**config.mk**
```make
export PLATFORM = sky130hd
export DESIGN_NAME = ifu_fetch_ctrl
export DESIGN_NICKNAME = d
export VERILOG_FILES = /design/src/rtl/pdp8_pkg.sv /design/src/rtl/ifu_pc_reg.sv /design/src/rtl/ifu_fetch_ctrl.sv
export SDC_FILE = /design/constraint.sdc
export NUM_CORES = 1
export LEC_CHECK = 0
export ABC_AREA = 0
export ABC_CLOCK_PERIOD_IN_PS = 2000
export CORE_ASPECT_RATIO = 1.75
export CORE_MARGIN = 3
export CORE_UTILIZATION = 60
export CTS_CLUSTER_DIAMETER = 150
export CTS_CLUSTER_SIZE = 28
export DETAILED_ROUTE_END_ITERATION = 10
export DONT_BUFFER_PORTS = 1
export GPL_ROUTABILITY_DRIVEN = 0
export PLACE_DENSITY = 0.76
export SYNTH_ARGS = -nofsm -noshare
export SYNTH_HDL_FRONTEND = slang
export SYNTH_SLANG_ARGS = --single-unit
```
**constraint.sdc**
```tcl
create_clock -name clk -period 2 [get_ports clk]
set_input_delay 0.5 -clock clk [delete_from_list [all_inputs] [get_ports clk]]
set_output_delay 0.5 -clock clk [all_outputs]
set_load 0.02 [all_outputs]
```
**src/rtl/pdp8_pkg.sv**
```systemverilog
// Shared widths and the fetch-state type for the PDP-8 style instruction fetch unit.
// The other fetch-unit files import this package.
package pdp8_pkg;

    localparam int ADDR_WIDTH = 12;
    localparam int DATA_WIDTH = 12;

    typedef enum logic [1:0] {
        ST_IDLE,
        ST_REQ,
        ST_WAIT,
        ST_HOLD
    } fetch_state_t;

endpackage

```
**src/rtl/ifu_pc_reg.sv**
```systemverilog
// Program counter for the fetch unit.
// It resets to START_ADDR. A load takes priority over an increment, and the increment wraps naturally at the address width.
module ifu_pc_reg
    import pdp8_pkg::*;
#(
    parameter logic [ADDR_WIDTH-1:0] START_ADDR = 12'o0200
) (
    input  logic                  clk,
    input  logic                  reset_n,
    input  logic                  load,
    input  logic [ADDR_WIDTH-1:0] load_pc,
    input  logic                  inc,
    output logic [ADDR_WIDTH-1:0] pc
);

    logic [ADDR_WIDTH-1:0] pc_reg;

    always_ff @(posedge clk or negedge reset_n) begin
        if (!reset_n) begin
            pc_reg <= START_ADDR;
        end else if (load) begin
            pc_reg <= load_pc;
        end else if (inc) begin
            pc_reg <= pc_reg + ADDR_WIDTH'(1);
        end
    end

    assign pc = pc_reg;

endmodule

```
**src/rtl/ifu_fetch_ctrl.sv**
```systemverilog
// Instruction fetch controller.
// It issues one memory read per instruction, captures the returned word and holds it until the decoder accepts it.
module ifu_fetch_ctrl
    import pdp8_pkg::*;
#(
    parameter logic [ADDR_WIDTH-1:0] START_ADDR = 12'o0200
) (
    input  logic                  clk,
    input  logic                  reset_n,
    input  logic                  start,
    input  logic                  halt,
    output logic                  ifu_rd_req,
    output logic [ADDR_WIDTH-1:0] ifu_rd_addr,
    input  logic [DATA_WIDTH-1:0] ifu_rd_data,
    output logic                  instr_valid,
    output logic [DATA_WIDTH-1:0] instr_data,
    output logic [ADDR_WIDTH-1:0] instr_pc,
    input  logic                  instr_ready,
    input  logic                  branch_valid,
    input  logic [ADDR_WIDTH-1:0] branch_pc,
    output logic                  fetch_busy
);

    fetch_state_t          state_reg, state_next;
    logic                  drop_reg, drop_next;
    logic                  valid_reg;
    logic [DATA_WIDTH-1:0] data_reg;
    logic [ADDR_WIDTH-1:0] ipc_reg;
    logic [ADDR_WIDTH-1:0] pc;
    logic                  pc_load;
    logic                  pc_inc;
    logic                  capture;
    logic                  release_instr;

    ifu_pc_reg #(
        .START_ADDR(START_ADDR)
    ) u_pc (
        .clk     (clk),
        .reset_n (reset_n),
        .load    (pc_load),
        .load_pc (branch_pc),
        .inc     (pc_inc),
        .pc      (pc)
    );

    always_ff @(posedge clk or negedge reset_n) begin
        if (!reset_n) begin
            state_reg <= ST_IDLE;
            drop_reg  <= 1'b0;
        end else begin
            state_reg <= state_next;
            drop_reg  <= drop_next;
        end
    end

    // drop_reg marks an in-flight read whose data belongs to a pre-branch PC.
    always_comb begin
        state_next    = state_reg;
        drop_next     = drop_reg;
        pc_load       = 1'b0;
        pc_inc        = 1'b0;
        capture       = 1'b0;
        release_instr = 1'b0;
        case (state_reg)
            ST_IDLE: begin
                pc_load = branch_valid;
                if (start) begin
                    state_next = ST_REQ;
                end
            end
            ST_REQ: begin
                pc_load    = branch_valid;
                drop_next  = branch_valid;
                state_next = ST_WAIT;
            end
            ST_WAIT: begin
                drop_next = 1'b0;
                if (branch_valid) begin
                    pc_load    = 1'b1;
                    state_next = ST_REQ;
                end else if (drop_reg) begin
                    state_next = ST_REQ;
                end else begin
                    capture    = 1'b1;
                    state_next = ST_HOLD;
                end
            end
            ST_HOLD: begin
                if (branch_valid || instr_ready) begin
                    pc_load       = branch_valid;
                    pc_inc        = !branch_valid;
                    release_instr = 1'b1;
                    state_next    = halt ? ST_IDLE : ST_REQ;
                end
            end
            default: state_next = ST_IDLE;
        endcase
    end

    always_ff @(posedge clk or negedge reset_n) begin
        if (!reset_n) begin
            valid_reg <= 1'b0;
            data_reg  <= '0;
            ipc_reg   <= '0;
        end else if (capture) begin
            valid_reg <= 1'b1;
            data_reg  <= ifu_rd_data;
            ipc_reg   <= pc;
        end else if (release_instr) begin
            valid_reg <= 1'b0;
        end
    end

    assign ifu_rd_req  = (state_reg == ST_REQ);
    assign ifu_rd_addr = pc;
    assign instr_valid = valid_reg;
    assign instr_data  = data_reg;
    assign instr_pc    = ipc_reg;
    assign fetch_busy  = (state_reg != ST_IDLE);

endmodule

```
==> impl_results.md <==
* Post-Route WL at around 3.4 mm
* Reg2reg end: state_reg[0]
* Vias post-DR at 1142
* Crit path from: state_reg[0]
* Reg2Reg Depth at 6
* Vias in the first global route at roughly 1200
* Gr usage total at 19.6%
* Final count of hold timing violations at 0
* Initial antenna violation count at 0
* Syn avg cell area at 12.6 um^2
* Layout cell share with drive strength beyond 1 at roughly 29%
* Clock slew at reported path FFs at ~0.08 ns
* CP startpoint kind: flip-flop
* Wire per inst at 18.7 um
* Nets at 190
* Placed instance area at between 1500 and 2000 um^2
* Sequential Area at 1000 um^2
* Post-route DRC at 0
* Detailed placement HPWL at 2.57 mm
* Number of gates resized after CTS at 0
* Site Rows at 26
* Clk_lat worst skew at ~0.30 ns
* IO Port Bufs at 0
* First-pass GRT wire length at between 5 and 6 mm
* GRT overflow at 0
* Die X at between 40 and 50 um
* WP data required at 2.19 ns
* CTS buffer count at 5
* Ant. Diodes at 0
* Synth async-reset ratio at 100%
* Final setup vio count at 0
* Syn nets at 183
* Min Tclk post-route at between 1.5 and 2 ns
* DIE AREA at 3820 um^2
* Commonest cells after routing, fill and taps aside: 39 x dfrtp_1, 25 x mux2_2, 15 x nand2_1
* Via density per instance at 6.24
* Max Fanout on Critical Path at 5
* Reg-to-reg slack, setup at 0.17 ns
* Mapped Cells at around 150
* Tcrit/Tclk final at 91.7%
* Setup crit end: state_reg[0]
* # IOs at between 60 and 70
* Fin util at approximately two thirds
* Largest net degree at the start of global routing at 40
* Seq cells post-synth at 40
* Status: complete, no violations
* Post-CTS setup buffer count at 0
* Core ar. at 2930 um^2
* Setup TNS at 0 ns
* Synth Cell Area at 1860 um^2
* Worst min-delay path class: input port to async pin
* Commonest non-fill, non-tap cell in the layout: dfrtp_1
* DIE HEIGHT at 79.6 um
* Fill cells at 204
* Hold_ws at 0.0317 ns
* Post-synth EDFFs at 0
* Setup crit end kind: flip-flop
* CTS H-tree lvls at 2
* CTS root buf: clkbuf_8
* Final instance area at 2000 um^2
* CTS tree: built
* Yosys warning count at 0
* WP data arrival at 2.02 ns
* Fmax at 545 MHz
* Max Cap Viol at 0
* Distinct cells, synth at 31
* Unrepaired setup endpoints after global routing: false
* Max VDD drop at around 1.1 mV
* Final-report max-slew violation count at 0
* Clock tree sinks at 40
* Clock Path Buffers at 2
* Area growth syn-to-layout at 7.69%
* WS Path Type: flip-flop to flip-flop
* R2R Path Start: state_reg[0]
* Worst Skew at roughly 0.008 ns
* Share of the yosys chip area belonging to registers at 54.0%
* Detail Route Antenna Nets at 0
* Dominant synthesized flop cell: dfrtp_1
* Initial Util at approximately 63%
* Max_slew headroom at 73.8%
* First-pass DRT Iterations at 4
* P per Cell Area at 1490 nW/um^2
* Pleak at 0.865 nW
* Multi-input logic area at 796 um^2
* Worst Tran Pin Value at 0.394 ns
* DRT iter0 DRCs at 13
## metrics by stage
step | cells | total power, W | setup WS [ns]
2_1_floorplan | 147 | 0.00228 | 0.341
3_3_place_gp | 174 | 0.00239 | 0.352
3_5_place_dp | 174 | 0.00245 | 0.165
4_1_cts | 183 | 0.00301 | 0.151
5_1_grt | 183 | 0.00316 | 0.0361
6_report | 183 | 0.00298 | 0.165
## worst min-delay path by stage
stage,from,to,slack (ns),cells past startpoint
6_report,reset_n,instr_pc[11],0.03,1
5_1_grt,reset_n,u_pc.pc[7],0.02,0
4_1_cts,reset_n,u_pc.pc[7],0.03,0
3_5_place_dp,reset_n,instr_pc[10],0.21,0
3_3_place_gp,reset_n,instr_pc[9],0.21,0
2_1_floorplan,reset_n,drop_reg,0.20,0
## report_power, final
part | switching [W] | total, W | internal [W]
combinational | 0.000340 | 0.000745 | 0.000404
clock | 0.000291 | 0.000538 | 0.000247
sequential | 0.000574 | 0.00169 | 0.00112
total | 0.00121 | 0.00298 | 0.00177
## logic make-up after synthesis
kind of cell	Yosys count	share of synthesized area, %
AOI/OAI and AO/OA	17	5.66
xor gates and xnor gates	11	5.19
adders and majority gates	6	4.05
buffers and inverters	11	3.10
DFF	40	54.0
muxes	27	16.3
and+or+nand+nor	35	11.7
## what timing repair did
action	CTS	global route
hold endpoints to repair	39	0
hold buffers	1	0
setup endpoints to repair	0	0
## critical path, cell delays in order, from the launching register on
cell	delay, ns
dfrtp_1	0.42
inv_1	0.10
ha_1	0.20
inv_1	0.18
a2bb2oi_1	0.33
nand2_1	0.14
o32a_1	0.35
## metal layers
metal / share of wire, % / routed length [um] / vias to the layer above / global-route usage [%]
li1: - / - / 524 / -
met2: 55 / 1880 / 51 / 32.9
met3: 8.6 / 294 / 5 / 9.71
met5: 0 / 0 / - / 0
met1: 34 / 1170 / 562 / 19.6
met4: 2.0 / 67 / 0 / 7.55
## layout make-up
class	instances	area share (%)
sequential	40	50.2
multi-input combinational	96	39.8
clock buffer	5	3.44
timing repair buffer	5	2.50
tap	28	1.75
clock inverter	3	1.19
inverter	6	1.13
## cell usage after synthesis, types with 2 or more instances
library cell,count,area (um^2)
clkbuf_1,2,7.51
nor2_1,3,11.3
o21ai_0,11,55.1
ha_1,6,75.1
nand4_1,3,18.8
xor2_1,5,43.8
nor4_2,2,25.0
nor3_1,4,20.0
nand2_1,15,56.3
inv_1,6,22.5
nand3_1,2,10.0
xnor2_1,6,52.6
mux2_2,25,282
buf_6,2,22.5
dfrtp_1,39,976
Note: power is estimated with default switching activity, not from simulation.
